### src/rtl/microsequencer_if.sv
// microsequencer_if: bundles the sequencer's control inputs and status outputs.
//   stall   : 1 = hold state and retired counter this cycle
//   Op      : instruction opcode, only looked at on dispatch edges
//   NS      : current control state (registered)
//   addrctl : AddrCtl code of the current state
//   illegal : high while the sequencer sits in the trap state
//   retired : retired-instruction count
// master = the side driving stall/Op (CPU datapath / testbench)
// slave  = the sequencer itself
interface microsequencer_if #(
  parameter int STATE_W = 4,
  parameter int OP_W    = 6,
  parameter int CNT_W   = 16
);
  logic               stall;
  logic [OP_W-1:0]    Op;
  logic [STATE_W-1:0] NS;
  logic [1:0]         addrctl;
  logic               illegal;
  logic [CNT_W-1:0]   retired;

  modport master (output stall, Op, input NS, addrctl, illegal, retired);
  modport slave  (input stall, Op, output NS, addrctl, illegal, retired);
endinterface

### src/rtl/microsequencer.sv
// microsequencer: microprogrammed control sequencer for the multicycle CPU.
// Each state carries a 2-bit AddrCtl code from an internal ROM (ADDRCTL_TAB)
// that selects where the next state comes from: back to fetch, one of two
// opcode dispatch tables, or the next sequential state. Illegal opcodes at
// the first dispatch go to TRAP_STATE. A counter tracks retired instructions.
// Ports:
//   clk : rising-edge clock
//   rst : asynchronous reset, active-high
//   bus : microsequencer_if.slave (stall, Op in; NS, addrctl, illegal, retired out)
module microsequencer #(
  parameter int STATE_W    = 4,
  parameter int OP_W       = 6,
  parameter int CNT_W      = 16,
  parameter int TRAP_STATE = 13,
  parameter logic [2*(2**STATE_W)-1:0] ADDRCTL_TAB = 32'h0030_30E7
) (
  input logic              clk,
  input logic              rst,
  microsequencer_if.slave  bus
);

  typedef enum logic [1:0] {
    AC_FETCH = 2'd0,
    AC_DISP1 = 2'd1,
    AC_DISP2 = 2'd2,
    AC_SEQ   = 2'd3
  } addrctl_e;

  localparam logic [OP_W-1:0] OP_RTYPE = OP_W'(6'b000000);
  localparam logic [OP_W-1:0] OP_J     = OP_W'(6'b000010);
  localparam logic [OP_W-1:0] OP_BEQ   = OP_W'(6'b000100);
  localparam logic [OP_W-1:0] OP_BNE   = OP_W'(6'b000101);
  localparam logic [OP_W-1:0] OP_ADDI  = OP_W'(6'b001000);
  localparam logic [OP_W-1:0] OP_LW    = OP_W'(6'b100011);
  localparam logic [OP_W-1:0] OP_SW    = OP_W'(6'b101011);

  localparam logic [STATE_W-1:0] S_TRAP = STATE_W'(TRAP_STATE);
  localparam logic [STATE_W-1:0] S_MAX  = '1;

  logic [STATE_W-1:0] ns_q, ns_d, next_state;
  logic [CNT_W-1:0]   retired_q, retired_d;
  addrctl_e           code;
  logic               completes;

  function automatic logic [STATE_W-1:0] disp1(input logic [OP_W-1:0] op);
    case (op)
      OP_LW, OP_SW: disp1 = STATE_W'(2);
      OP_RTYPE:     disp1 = STATE_W'(6);
      OP_BEQ:       disp1 = STATE_W'(8);
      OP_J:         disp1 = STATE_W'(9);
      OP_ADDI:      disp1 = STATE_W'(10);
      OP_BNE:       disp1 = STATE_W'(12);
      default:      disp1 = S_TRAP;
    endcase
  endfunction

  function automatic logic [STATE_W-1:0] disp2(input logic [OP_W-1:0] op);
    case (op)
      OP_LW:   disp2 = STATE_W'(3);
      OP_SW:   disp2 = STATE_W'(5);
      default: disp2 = S_TRAP;
    endcase
  endfunction

  // ROM lookup: state s owns bits [2s+1:2s] of the table.
  assign code = addrctl_e'(ADDRCTL_TAB[{ns_q, 1'b0} +: 2]);

  always_comb begin
    next_state = '0;
    ns_d       = ns_q;
    retired_d  = retired_q;
    case (code)
      AC_FETCH: next_state = '0;
      AC_DISP1: next_state = disp1(bus.Op);
      AC_DISP2: next_state = disp2(bus.Op);
      AC_SEQ:   next_state = ns_q + STATE_W'(1);
      default:  next_state = '0;
    endcase
    // An instruction retires when control returns to 0 from a real
    // instruction state; a SEQ wrap off the top state also lands on 0.
    // Leaving the trap state and idling in state 0 are not retirements.
    completes = ((code == AC_FETCH) || (code == AC_SEQ && ns_q == S_MAX)) &&
                (ns_q != '0) && (ns_q != S_TRAP);
    if (!bus.stall) begin
      ns_d = next_state;
      if (completes) retired_d = retired_q + CNT_W'(1);
    end
  end

  always_ff @(posedge clk or posedge rst) begin
    if (rst) begin
      ns_q      <= '0;
      retired_q <= '0;
    end else begin
      ns_q      <= ns_d;
      retired_q <= retired_d;
    end
  end

  assign bus.NS      = ns_q;
  assign bus.addrctl = code;
  assign bus.illegal = (ns_q == S_TRAP);
  assign bus.retired = retired_q;

endmodule

### src/flat_wrapper.sv
// flat-port wrapper written by rule: the top's interface ports become plain ports
module microsequencer_flat 
#(
  parameter int STATE_W    = 4,
  parameter int OP_W       = 6,
  parameter int CNT_W      = 16,
  parameter int TRAP_STATE = 13,
  parameter logic [2*(2**STATE_W)-1:0] ADDRCTL_TAB = 32'h0030_30E7
)
  (clk, rst, bus_stall, bus_Op, bus_NS, bus_addrctl, bus_illegal, bus_retired);
  microsequencer_if #(.STATE_W(STATE_W), .OP_W(OP_W), .CNT_W(CNT_W)) bus_i ();
  input logic clk;
  input logic rst;
  input wire logic [$bits(bus_i.stall)-1:0] bus_stall;
  input wire logic [$bits(bus_i.Op)-1:0] bus_Op;
  output wire logic [$bits(bus_i.NS)-1:0] bus_NS;
  output wire logic [$bits(bus_i.addrctl)-1:0] bus_addrctl;
  output wire logic [$bits(bus_i.illegal)-1:0] bus_illegal;
  output wire logic [$bits(bus_i.retired)-1:0] bus_retired;
  assign bus_i.stall = bus_stall;
  assign bus_i.Op = bus_Op;
  assign bus_NS = bus_i.NS;
  assign bus_addrctl = bus_i.addrctl;
  assign bus_illegal = bus_i.illegal;
  assign bus_retired = bus_i.retired;
  microsequencer #(.STATE_W(STATE_W), .OP_W(OP_W), .CNT_W(CNT_W), .TRAP_STATE(TRAP_STATE), .ADDRCTL_TAB(ADDRCTL_TAB)) u_core (.clk(clk), .rst(rst), .bus(bus_i));
endmodule
### config.mk
export PLATFORM = sky130hd
export DESIGN_NAME = microsequencer_flat
export DESIGN_NICKNAME = d
export VERILOG_FILES = /design/src/rtl/microsequencer_if.sv /design/src/rtl/microsequencer.sv /design/src/flat_wrapper.sv
export SDC_FILE = /design/constraint.sdc
export NUM_CORES = 1
export LEC_CHECK = 0
export ABC_CLOCK_PERIOD_IN_PS = 2900
export BUFFER_PORTS_ARGS = -buffer_cell sky130_fd_sc_hd__buf_4
export CAP_MARGIN = 15
export CORE_UTILIZATION = 50
export DETAILED_ROUTE_END_ITERATION = 7
export GPL_TIMING_DRIVEN = 0
export PLACE_DENSITY = 0.75
export SYNTH_ARGS = -nofsm -noshare
export SYNTH_HDL_FRONTEND = slang
export SYNTH_SLANG_ARGS = --single-unit
export TNS_END_PERCENT = 1
### constraint.sdc
create_clock -name clk -period 2.9 [get_ports clk]
set_clock_uncertainty 0.15 [all_clocks]
set_input_delay 0 -clock clk [delete_from_list [all_inputs] [get_ports clk]]
set_output_delay 0 -clock clk [all_outputs]
set_load 0.05 [all_outputs]
==> impl_metrics.json <==
{
  "post_dp_cell_area_um2": 1580,
  "p_total_w": 0.00143,
  "min_from": "bus_Op[3]",
  "p_sw_w": 0.000713,
  "ant_nets": 0,
  "post-route-drc-count": 0,
  "detail_route.iter0.violations": 23,
  "die_area_um2": 2830,
  "area_delta_synth_final_pct": 27.2,
  "slew_violations": 0,
  "p_leak_nw": 0.753,
  "synth_most_common_cell": "dfrtp_1",
  "dpl.hpwl_mm": 2.09,
  "reg2regPathDepth": 7,
  "grt_pass1_vias": 1021,
  "p_per_area_nw_per_um2": 855,
  "synth_ff_type": "dfrtp_1",
  "hold_path.class": "in -> reg",
  "cts_tree": "done",
  "avgRoutedWirePerCell_um": 13.7,
  "die_width_um": 53.2,
  "cpPeakStageDelay_ns": 0.57,
  "synthTopCellsByCount": "dfrtp_1, nand2_1, xnor2_1",
  "diodes": 0,
  "postSynthCellCount": 130,
  "critPathMaxFanout": 7,
  "postCtsSetupRepairBufs": 0,
  "crit_path_end_kind": "flop",
  "clock_power_share_pct": 11.0,
  "finalSetupViolations": 0,
  "num_io_pins": 32,
  "startpoint_type": "flop",
  "cts_root_buffer": "clkbuf_4",
  "buffer_ports.inserted": 31,
  "grt_start_max_net_pins": 21,
  "fin_setup_tns_ns": 0,
  "r2r-end": "u_core.bus.NS[3]",
  "vias": 1143,
  "worstMarginPinSlew_ns": 0.743,
  "overflow": 0,
  "final_hold_viol_count": 0,
  "holdPathEnd": "u_core.bus.NS[2]",
  "cts_inserted_buffers": 3,
  "start_util_pct": 52.9,
  "cp.arrival_ns": 2.70,
  "status": "complete, no violations",
  "clk_pin_slew_ns": 0.11,
  "design.core.area_um2": 2480,
  "synth_cell_types": 44,
  "die_y_um": 53.2,
  "cp_slowest_cell": "dlygate4sd3_1",
  "cts-resized-gates": 0,
  "max_slew_margin_pct": 50.4,
  "final.setup.worst_slack_ns": 0.291,
  "synth_top_cell_area_share_pct": 38.2,
  "max-vdd-ir-drop_v": 0.000925,
  "wl_mm": 2.74,
  "nFillCells": 206,
  "drv_cap": 0,
  "layout.nets": 187,
  "min_period_ns": 2.61,
  "crit_type": "reg -> reg",
  "pre_cts_slack_ns": 0.508,
  "p_int_w": 0.000712,
  "fmax_ghz": 0.383,
  "htree_num_levels": 1,
  "synth_seq_cells": 20,
  "netlist_area_um2": 1310,
  "ys_warn_count": 0,
  "synth_top_cell_by_area": "dfrtp_1",
  "grt_pass1_wl_mm": 4.42,
  "cts.sinks": 20,
  "sw_frac_of_total_pct": 50.0,
  "yosysSeqAreaShare_pct": 38.2,
  "pwr-share-seq_pct": 29.6,
  "insertion_delay_ns": 0.29,
  "synthTopCellsByArea": "dfrtp_1, xnor2_1, ha_1, nand2_1, nor4_4",
  "rsz0062_at_grt": "false",
  "final_cell_area_um2": 1670,
  "drive_gt1_share_pct": 27.6,
  "r2r-start": "u_core.bus.NS[0]",
  "crit_family": "buffers and inverters",
  "r2r_setup_slack_ns": 0.29,
  "grt_use_total_pct": 21.8,
  "required_ns": 2.99,
  "syn_nets": 146,
  "synth-edff-count": 0,
  "critical_path_buf_inv_count": 2,
  "async_flop_share_pct": 100,
  "path_cells": "inv_1, ha_1, nand3b_1, o21ai_1, a32oi_1, o21ai_0, dlygate4sd3_1",
  "antenna_found_initial": 0,
  "p_comb_share_pct": 59.4,
  "cts.path.max_buffers": 2,
  "placementRows": 18,
  "period_share_pct": 90.0,
  "drt-vias-per-instance": 5.72,
  "holdWs_ns": 0.104,
  "hold_depth": 5,
  "synth.avg_cell_area_um2": 10.1,
  "first_pass_iters": 4,
  "gp_congestion": 0.850
}
routing by layer:
metal	global-route usage, %	up-vias	share of wire (%)
met1	26.5	532	44
li1	-	566	-
met3	2.01	4	4.5
met5	0	-	0
met2	38.6	41	50
met4	9.21	0	1.6
how the worst max path moves through the flow:
stage,end,start,cells after the start
floorplan,u_core.bus.NS[0],u_core.bus.NS[0],7
global placement,u_core.bus.retired[1],u_core.bus.NS[0],6
detailed placement,u_core.bus.retired[1],u_core.bus.NS[0],6
CTS,u_core.bus.NS[3],u_core.bus.NS[0],7
global route,u_core.bus.NS[3],u_core.bus.NS[0],7
finish,u_core.bus.NS[3],u_core.bus.NS[0],7
power groups by stage:
stage / clock network [W] / registers [W] / logic [W]
after floorplan: 0 / 0.000581 / 0.000447
after global placement: 0 / 0.000419 / 0.000812
after detailed placement: 0 / 0.000428 / 0.000822
after CTS: 0.000163 / 0.000422 / 0.000844
after global routing: 0.000178 / 0.000431 / 0.000896
final: 0.000157 / 0.000421 / 0.000846
worst reg2reg max path: cells and delay by family (launching register included):
family | cells | cell delay [ns]
DFF | 1 | 0.48
adders and majority gates | 1 | 0.27
and+or+nand+nor | 1 | 0.28
AOI/OAI and AO/OA | 3 | 0.63
buffers and inverters | 2 | 0.74
repair_timing:
action	in CTS	in global routing
endpoints found under the hold margin	29	0
setup endpoints to repair	0	0
hold buffers	5	0
cell families (layout without fill, tap and decap cells):
logic type	after synthesis	count (layout)	share of synthesized area, %
buffers and inverters	6	46	2.29
xor gates and xnor gates	16	16	10.7
DFF	20	20	38.2
adders and majority gates	7	7	6.69
and+or+nand+nor	53	53	25.1
AOI/OAI and AO/OA	26	26	15.3
muxes	2	2	1.72
area by class of cell:
| type | instances | area (um2) | area share (%) |
|---|---|---|---|
| Buffer | 2 | 15.0 | 0.901 |
| Clock buffer | 4 | 36.3 | 2.18 |
| Inverter | 4 | 15.0 | 0.901 |
| Multi-Input combinational cell | 104 | 779 | 46.8 |
| Sequential cell | 20 | 500 | 30.0 |
| Tap cell | 30 | 37.5 | 2.25 |
| Timing Repair Buffer | 36 | 283 | 17.0 |
metrics by stage:
stage	util, %	cells
detailed placement	63.8	191
CTS	67.3	200
floorplan	-	130
global placement	63.8	191
global route	67.3	200
finish	67.3	200
registers in the layout, summed over array words and instances, names as in the netlist:
register            flops
u_core.bus.NS           4
u_core.bus.retired     16
cells in the final DEF (no fill, tap or decap), types with 2 or more instances in the layout:
cell / n
dfrtp_1: 20
a21oi_1: 6
nor4b_1: 2
dlygate4sd3_1: 5
o21ai_1: 2
nor4_4: 2
or3_1: 2
and3_1: 5
nand2b_1: 2
nand4_1: 3
xnor2_1: 14
mux2_2: 2
o21ai_0: 3
xor2_1: 2
clkbuf_4: 3
nand2_1: 15
ha_1: 7
nand3_1: 7
buf_4: 31
inv_1: 4
nor3_1: 2
nor2_1: 4
Power figures use the tool's default switching activity.
